<file path="src/rtl/pipe_stage_reg.sv">
// pipe_stage_reg: flow-controlled pipeline stage register.
// Carries a control vector, two data words and a destination register
// number between CPU stages with a valid/ready handshake. With SKID=1 a
// second entry absorbs the in-flight beat when out_ready drops, so in_ready
// can be a pure register output. With SKID=0 the stage holds one entry and
// in_ready passes through from out_ready. Bubbles never expose control bits.
module pipe_stage_reg #(
    parameter int CTRL_W = 2,
    parameter int DATA_W = 32,
    parameter int RN_W   = 5,
    parameter int SKID   = 1
) (
    input  logic              clk,
    input  logic              rst,
    input  logic              flush,
    input  logic              in_valid,
    output logic              in_ready,
    input  logic [CTRL_W-1:0] in_ctrl,
    input  logic [DATA_W-1:0] in_data0,
    input  logic [DATA_W-1:0] in_data1,
    input  logic [RN_W-1:0]   in_rn,
    output logic              out_valid,
    input  logic              out_ready,
    output logic [CTRL_W-1:0] out_ctrl,
    output logic [DATA_W-1:0] out_data0,
    output logic [DATA_W-1:0] out_data1,
    output logic [RN_W-1:0]   out_rn,
    output logic [1:0]        occupancy
);

    // State encoding doubles as the occupancy count.
    typedef enum logic [1:0] {
        S_EMPTY = 2'd0,
        S_ONE   = 2'd1,
        S_TWO   = 2'd2
    } state_t;

    state_t              r_state;

    // Main register: always the oldest entry, drives the outputs.
    logic [CTRL_W-1:0]   r_main_ctrl;
    logic [DATA_W-1:0]   r_main_d0;
    logic [DATA_W-1:0]   r_main_d1;
    logic [RN_W-1:0]     r_main_rn;

    // Skid register: the younger entry, only ever filled when SKID=1.
    logic [CTRL_W-1:0]   r_skid_ctrl;
    logic [DATA_W-1:0]   r_skid_d0;
    logic [DATA_W-1:0]   r_skid_d1;
    logic [RN_W-1:0]     r_skid_rn;

    logic                w_out_valid;
    logic                w_in_ready;
    logic                w_accept;
    logic                w_consume;

    assign w_out_valid = (r_state != S_EMPTY);

    // Ready: registered-state-only with the skid buffer, pass-through without.
    generate
        if (SKID != 0) begin : g_skid_ready
            assign w_in_ready = (r_state != S_TWO);
        end else begin : g_pass_ready
            assign w_in_ready = !w_out_valid || out_ready;
        end
    endgenerate

    assign w_accept  = in_valid && w_in_ready;
    assign w_consume = w_out_valid && out_ready;

    // State and storage update; rst beats flush beats the handshake.
    always_ff @(posedge clk) begin
        if (rst) begin
            r_state     <= S_EMPTY;
            r_main_ctrl <= '0;
            r_main_d0   <= '0;
            r_main_d1   <= '0;
            r_main_rn   <= '0;
            r_skid_ctrl <= '0;
            r_skid_d0   <= '0;
            r_skid_d1   <= '0;
            r_skid_rn   <= '0;
        end else if (flush) begin
            // Data registers keep stale values; the state alone hides them.
            r_state <= S_EMPTY;
        end else begin
            case (r_state)
                S_EMPTY: begin
                    if (w_accept) begin
                        r_state     <= S_ONE;
                        r_main_ctrl <= in_ctrl;
                        r_main_d0   <= in_data0;
                        r_main_d1   <= in_data1;
                        r_main_rn   <= in_rn;
                    end
                end
                S_ONE: begin
                    if (w_accept && w_consume) begin
                        // Old entry leaves, new one takes its place.
                        r_main_ctrl <= in_ctrl;
                        r_main_d0   <= in_data0;
                        r_main_d1   <= in_data1;
                        r_main_rn   <= in_rn;
                    end else if (w_accept && (SKID != 0)) begin
                        // Downstream stalled: park the in-flight beat.
                        r_state     <= S_TWO;
                        r_skid_ctrl <= in_ctrl;
                        r_skid_d0   <= in_data0;
                        r_skid_d1   <= in_data1;
                        r_skid_rn   <= in_rn;
                    end else if (w_consume) begin
                        r_state <= S_EMPTY;
                    end
                end
                S_TWO: begin
                    // in_ready is low here, so only a drain can happen.
                    if (w_consume) begin
                        r_state     <= S_ONE;
                        r_main_ctrl <= r_skid_ctrl;
                        r_main_d0   <= r_skid_d0;
                        r_main_d1   <= r_skid_d1;
                        r_main_rn   <= r_skid_rn;
                    end
                end
                default: r_state <= S_EMPTY;
            endcase
        end
    end

    assign in_ready  = w_in_ready;
    assign out_valid = w_out_valid;
    // Bubble gating: a non-valid slot can never carry RegWrite downstream.
    assign out_ctrl  = r_main_ctrl & {CTRL_W{w_out_valid}};
    assign out_data0 = r_main_d0;
    assign out_data1 = r_main_d1;
    assign out_rn    = r_main_rn;
    assign occupancy = r_state;

endmodule

</file>
<file path="config.mk">
export PLATFORM = sky130hd
export DESIGN_NAME = pipe_stage_reg
export DESIGN_NICKNAME = d
export VERILOG_FILES = /design/src/rtl/pipe_stage_reg.sv
export SDC_FILE = /design/constraint.sdc
export NUM_CORES = 1
export LEC_CHECK = 0
export ABC_AREA = 1
export ABC_CLOCK_PERIOD_IN_PS = 3100
export CORE_MARGIN = 8
export CORE_UTILIZATION = 55
export DETAILED_ROUTE_END_ITERATION = 6
export PLACE_DENSITY = 0.93
export SKIP_LAST_GASP = 1
export SLEW_MARGIN = 15
export SYNTH_ARGS = -nofsm -noshare
export SYNTH_HDL_FRONTEND = slang
export SYNTH_SLANG_ARGS = --single-unit
</file>
<file path="constraint.sdc">
create_clock -name clk -period 3.1 [get_ports clk]
set_input_delay 0.62 -clock clk [delete_from_list [all_inputs] [get_ports clk]]
set_output_delay 0.62 -clock clk [all_outputs]
set_load 0.02 [all_outputs]
</file>
==> run summary, run 1 <==
Status -> finished clean
Crit Reg-Reg Startpoint -> occupancy[0]$_SDFFE_PP0P_
Final setup fails -> 0
DRT antenna net count -> 0
Vias -> 7180
Num ports -> 151
Slew margin rel. -> 45.7%
Overall track demand over capacity in global routing -> 24.8%
LEAKAGE -> 3.90 nW
CTS Buf Count -> 17
Synthesized instance count -> 1039
Clock Skews -> 0.00531 ns
P per Cell Area -> 547 mW/mm2
Critical path startpoint -> occupancy[1]$_SDFFE_PP0P_
Area Overhead vs Synth -> 31.1%
WP data arrival -> 2.02 ns
Worst Reg-to-Reg Cells -> 7
Synth Cell Area -> 0.00671 mm2
Distinct cell type count after synthesis -> 18
Drt via density -> 5.50
Multi-input logic area -> 0.00316 mm2
Max VDD drop -> 0.347 mV
Worst-Skew Late Latency -> 0.43 ns
Ys flop type -> dfxtp_1
Initial core utilization -> 56.1%
Combinational fraction of design power -> 15.4%
Sum Neg Setup Slack -> 0 ns
Clock buffer depth -> 2
Crit start category -> flop
CTS root buf -> clkbuf_16
GPL Wtd Cong -> 0.800
Cells along the critical path -> nor2_2 -> nor2_1 -> clkdlybuf4s50_1
Iter 0 DRT Violations -> 797
Initial antenna violation count -> 0
Fmax -> 0.378 GHz
Max Cap Viol -> 0
Final hold slack -> 0.460 ns
First-pass GRT wire length -> 32800 um
# nets final -> 1222
Die footprint -> 0.0160 mm2
Count of final hold-check violations -> 0
Hold crit path type -> reg2reg
Worst flop-to-flop path endpoint -> out_data1[16]$_SDFFE_PP0P_
Area contributors post-synth -> dfxtp_1, nand2_1, nand3_1, nor2_1, a21oi_1
Sequential Power Share -> 41.3%
Worst Tran Pin Value -> 0.815 ns
Sequential cell area -> 0.00288 mm2
FF+latch count, synth -> 144
Net switching power -> 1.21 mW
Critical Path Fanout Max -> 24
Proportion of layout cells with a drive suffix above 1 -> 5.09%
Total congestion overflow -> 0
Critical Path Sink -> out_ctrl[0]
Largest net degree at the start of global routing -> 73
Post-synthesis sequential area ratio -> 43.0%
RSZ-0062 raised after global routing -> no
Internal -> 3.60 mW
Asr flop ratio synth -> 0%
Crit Path Category -> reg2out
DRT Pass-1 Iters -> 5
Ys Warns -> 0
Crit path required time -> 2.48 ns
Syn_nets -> 1115
Reg-to-reg slack, setup -> 0.83 ns
Slowest library cell on the worst path -> dfxtp_2
Crit. End Element -> primary output
WL final -> 19900 um
Setup Fix Bufs, Post-CTS -> 0
Number of global-route vias before repair -> 6710
DRC viols -> 0
Core area -> 0.0120 mm2
Clk pin slew, worst setup/hold paths -> 0.06 ns
WL/cell -> 15.2 um
Die width -> 126 um
Ant diodes -> 0
Hold_buf cts -> 0
TritonCTS Sinks -> 144
Syn avg cell area -> 6.46 um2
Clock share of power -> 43.3%
Synth top area share -> 43.0%
CTS tree -> done
Crit path largest cell delay -> 0.64 ns
Crit path time final -> 2.64 ns
Die Ht -> 126 um
Pins Over Slew Limit -> 0
DP HPWL -> 12300 um
EDFF count, synth -> 0
Row count -> 40
Fill cells -> 916
Period utilisation layout -> 85.3%
Post-synth top area cell -> dfxtp_1
Port Buf Inserts -> 150
Most common cell in the netlist -> nand2_1
Commonest cells in the netlist -> nand2_1, nand3_1, nor2_1, dfxtp_1, inv_1
Post_cts resized -> 0
H-Tree Level Count -> 4
Net Sw Frac -> 25.1%
==> registers in the layout (all words and copies together), names as in the netlist <==
name         flops
out_data0       32
r_skid_d0       32
out_rn           5
r_skid_rn        5
out_data1       32
r_main_ctrl      2
r_skid_ctrl      2
r_skid_d1       32
occupancy        2
==> layout make-up <==
| class | count | area share, % |
|---|---|---|
| inverter | 81 | 3.46 |
| timing repair buffer | 169 | 18.9 |
| multi-input combinational | 733 | 35.9 |
| tap | 147 | 2.09 |
| clock buffer | 28 | 6.10 |
| sequential | 144 | 32.8 |
| clock inverter | 4 | 0.796 |
==> worst min-delay path by stage <==
stage                                       end  depth (start not counted)                        start  slack, ns
global placement      r_skid_d1[6]$_SDFFE_PP0P_                          2    r_skid_d1[6]$_SDFFE_PP0P_       0.45
global route          r_skid_d1[3]$_SDFFE_PP0P_                          2    r_skid_d1[3]$_SDFFE_PP0P_       0.47
detailed placement    r_skid_d0[4]$_SDFFE_PP0P_                          2    r_skid_d0[4]$_SDFFE_PP0P_       0.45
finish               r_skid_d0[29]$_SDFFE_PP0P_                          2   r_skid_d0[29]$_SDFFE_PP0P_       0.46
floorplan           r_skid_ctrl[0]$_SDFFE_PP0P_                          2  r_skid_ctrl[0]$_SDFFE_PP0P_       0.44
CTS                  r_skid_d1[21]$_SDFFE_PP0P_                          2   r_skid_d1[21]$_SDFFE_PP0P_       0.46
==> cell usage in the layout (no fill, tap or decap) <==
cell type,n
bufinv_16,2
a21oi_1,74
buf_12,2
nand3_2,2
o21ai_0,1
nand2_1,287
clkbuf_16,17
nand3_1,215
dfxtp_1,143
buf_2,1
nor2_4,2
clkinv_2,2
clkdlybuf4s50_1,149
nor2_2,1
buf_4,17
clkbuf_1,4
dfxtp_2,1
clkbuf_8,7
o211ai_1,1
inv_1,78
nor2_1,147
inv_2,3
a211oi_1,1
nand2_2,2
==> critical path, delay by kind of cell, from the launching register on <==
kind	cells	cell delay (ns)
buffers and inverters	1	0.64
flip-flops	1	0.64
AND/OR/NAND/NOR	2	0.32
==> layer usage <==
layer | track usage [%] | share of wire (%) | vias up
met5 | 0 | 0 | -
met4 | 11.2 | 2.3 | 0
met3 | 7.58 | 10 | 38
met2 | 40.2 | 47 | 364
met1 | 29.7 | 41 | 3279
li1 | - | - | 3499
==> stage by stage <==
stage | power (mW) | utilization, % | std cells | area, um2 | setup WS (ns)
detailed placement | 2.76 | 68.5 | 1274 | 8190 | 0.527
CTS | 4.83 | 73.6 | 1306 | 8800 | 0.477
global placement | 2.74 | 68.5 | 1274 | 8190 | 0.626
global route | 4.99 | 73.6 | 1306 | 8800 | 0.376
floorplan | 2.42 | - | 1039 | 6710 | 1.41
finish | 4.81 | 73.6 | 1306 | 8800 | 0.456
==> cell families (layout without fill, tap and decap cells) <==
group,count (synthesis),after routing,synth area share (%)
AOI/OAI and AO/OA,77,77,5.82
buffers and inverters,162,282,10.1
DFF,144,144,43.0
and+or+nand+nor,656,656,41.1
==> power by group through the flow <==
stage / Combinational (mW) / Clock [mW] / Sequential (mW)
global placement: 0.720 / 0 / 2.02
finish: 0.740 / 2.08 / 1.99
detailed placement: 0.732 / 0 / 2.03
global route: 0.807 / 2.18 / 2.00
CTS: 0.740 / 2.10 / 1.99
floorplan: 0.309 / 0 / 2.11
No activity file was read; power rests on OpenSTA's default activity.
==> run 2, diff against run 1 <==
--- a/config.mk
+++ b/config.mk
@@ -7,9 +7,9 @@
 export LEC_CHECK = 0
 export ABC_AREA = 1
 export ABC_CLOCK_PERIOD_IN_PS = 3100
-export CORE_MARGIN = 8
 export CORE_UTILIZATION = 55
 export DETAILED_ROUTE_END_ITERATION = 6
+export HOLD_SLACK_MARGIN = 0.12
 export PLACE_DENSITY = 0.93
 export SKIP_LAST_GASP = 1
 export SLEW_MARGIN = 15
==> run 2 against run 1 <==
Effect of this change: clock-buffer cell count down 1; register-to-register slack worse by 0.06 ns; sequential cell count did not move; critical path depth fell by 1; final cell count decreased by 0.54%; critical path type unchanged; largest power group is now sequential cells.
==> run summary, run 2 (synthesized netlist as in run 1, its figures left out) <==
Status -> finished clean
Critical path startpoint -> occupancy[1]$_SDFFE_PP0P_
RSZ-0062 raised after global routing -> no
H-Tree Level Count -> 4 (unchanged)
Drt via density -> 5.52 (+0.44%)
Sequential cell area -> 0.00288 mm2 (unchanged)
Clock buffer depth -> 2 (unchanged)
Final setup fails -> 0 (unchanged)
Die footprint -> 0.0126 mm2 (-21%)
Initial core utilization -> 57.5% (+1.4 points)
DP HPWL -> 11300 um (-8.0%)
DRT antenna net count -> 0 (unchanged)
Worst Reg-to-Reg Cells -> 6 (-1)
Max VDD drop -> 0.470 mV (+35%)
Leading cell types in the layout, fill and taps excluded -> nand2_1, nand3_1, clkdlybuf4s50_1
Final core area utilization -> 74.6% (+1.0 points)
Min-delay src -> r_skid_d0[23]$_SDFFE_PP0P_
Period utilisation layout -> 83.1% (-2.1 points)
Total Power -> 4.49 mW (-6.7%)
WL final -> 18800 um (-5.7%)
Clock Skews -> 0.00435 ns (-0.000958 ns)
Post_cts resized -> 0 (unchanged)
Core area -> 0.0117 mm2 (-2.5%)
Area Overhead vs Synth -> 29.7%
Proportion of layout cells with a drive suffix above 1 -> 4.58% (-0.51 points)
Fmax -> 0.388 GHz (+2.6%)
First-pass GRT wire length -> 30700 um (-6.4%)
WL/cell -> 14.5 um (-5.1%)
# nets final -> 1223 (+0.082%)
Crit Reg-Reg Startpoint -> occupancy[1]$_SDFFE_PP0P_
Crit start category -> flop
DRT Pass-1 Iters -> 7 (+2)
Pins Over Slew Limit -> 0 (unchanged)
TritonCTS Sinks -> 144 (unchanged)
Number of global-route vias before repair -> 6421 (-4.3%)
Crit path time final -> 2.58 ns (-0.0664 ns)
Leading cell type in the layout, fill and taps excluded -> nand2_1
Critical Path Fanout Max -> 20 (-17%)
LEAKAGE -> 3.85 nW (-1.2%)
Row count -> 39 (-2.5%)
Layout Cells excl Fill -> 1299 (-0.54%)
Multi-input logic area -> 0.00316 mm2 (+0.24%)
Pre-CTS WS -> 0.494 ns (-0.0335 ns)
Count of final hold-check violations -> 0 (unchanged)
Total congestion overflow -> 0 (unchanged)
Die width -> 112 um (-11%)
Worst Tran Pin Value -> 0.795 ns (-0.0199 ns)
Max Cap Viol -> 0 (unchanged)
Initial antenna violation count -> 0 (unchanged)
CTS Buf Count -> 17 (unchanged)
Worst-Skew Late Latency -> 0.41 ns (-0.02 ns)
Crit. End Element -> primary output
Largest net degree at the start of global routing -> 73 (unchanged)
Setup ws final -> 0.523 ns (+0.0664 ns)
Die Ht -> 112 um (-11%)
Clk pin slew, worst setup/hold paths -> 0.05 ns (about the same)
Iter 0 DRT Violations -> 796 (-0.13%)
DRC viols -> 0 (unchanged)
Ant diodes -> 0 (unchanged)
Hold_buf cts -> 0 (unchanged)
Crit path required time -> 2.48 ns (about the same)
Sum Neg Setup Slack -> 0 ns (unchanged)
Crit Path Category -> reg2out
Worst hold path depth -> 2 (unchanged)
Hold crit path type -> reg2reg
P per Cell Area -> 516 mW/mm2 (-5.7%)
Overall track demand over capacity in global routing -> 30.0% (+5.2 points)
Setup Fix Bufs, Post-CTS -> 0 (unchanged)
Final hold slack -> 0.462 ns (+0.00213 ns)
CTS root buf -> clkbuf_16
GPL Wtd Cong -> 0.859 (+7.3%)
Vias -> 7173 (-0.097%)
Placed Cells -> 1271 (-0.24%)
Finished Cell Area -> 0.00870 mm2 (-1.1%)
Port Buf Inserts -> 150 (unchanged)
WP data arrival -> 1.96 ns (-0.06 ns)
DP Area -> 0.00820 mm2 (+0.12%)
Num ports -> 151 (unchanged)
Slew margin rel. -> 47.0% (+1.3 points)
CTS tree -> done
Fill cells -> 940 (+2.6%)
run 2: critical path, stage by stage, from the launching register on:
cell and delay, ns:
dfxtp_2 0.60, buf_4 0.31, clkdlybuf4s50_1 0.63
run 2: worst paths after layout:
check	end	slack, ns
setup / recovery	occupancy[1]	0.52
hold / removal	r_skid_d0[23]$_SDFFE_PP0P_	0.46
setup reg to reg	r_skid_d0[20]$_SDFFE_PP0P_	0.77
hold reg to reg	r_skid_d0[23]$_SDFFE_PP0P_	0.46
run 2: report_power, final:
part           internal, mW  total, mW  switching, mW  leakage [nW]
Combinational         0.325      0.733          0.408          2.43
Clock                  1.07       1.76          0.694         0.243
Sequential             1.94       1.99         0.0490          1.18
run 2: final cells by class:
| cell class | instances | area share [%] |
|---|---|---|
| clock inverter | 1 | 0.0575 |
| sequential | 144 | 33.1 |
| timing repair buffer | 170 | 19.2 |
| tap | 143 | 2.06 |
| clock buffer | 27 | 5.67 |
| multi-input combinational | 733 | 36.4 |
| inverter | 81 | 3.49 |
run 2: per-layer routing:
layer / GRT usage, % / share of wire, %
met5: 0 / 0
met4: 12.1 / 2.5
met3: 7.56 / 9.3
met2: 49.4 / 48
met1: 37.7 / 40
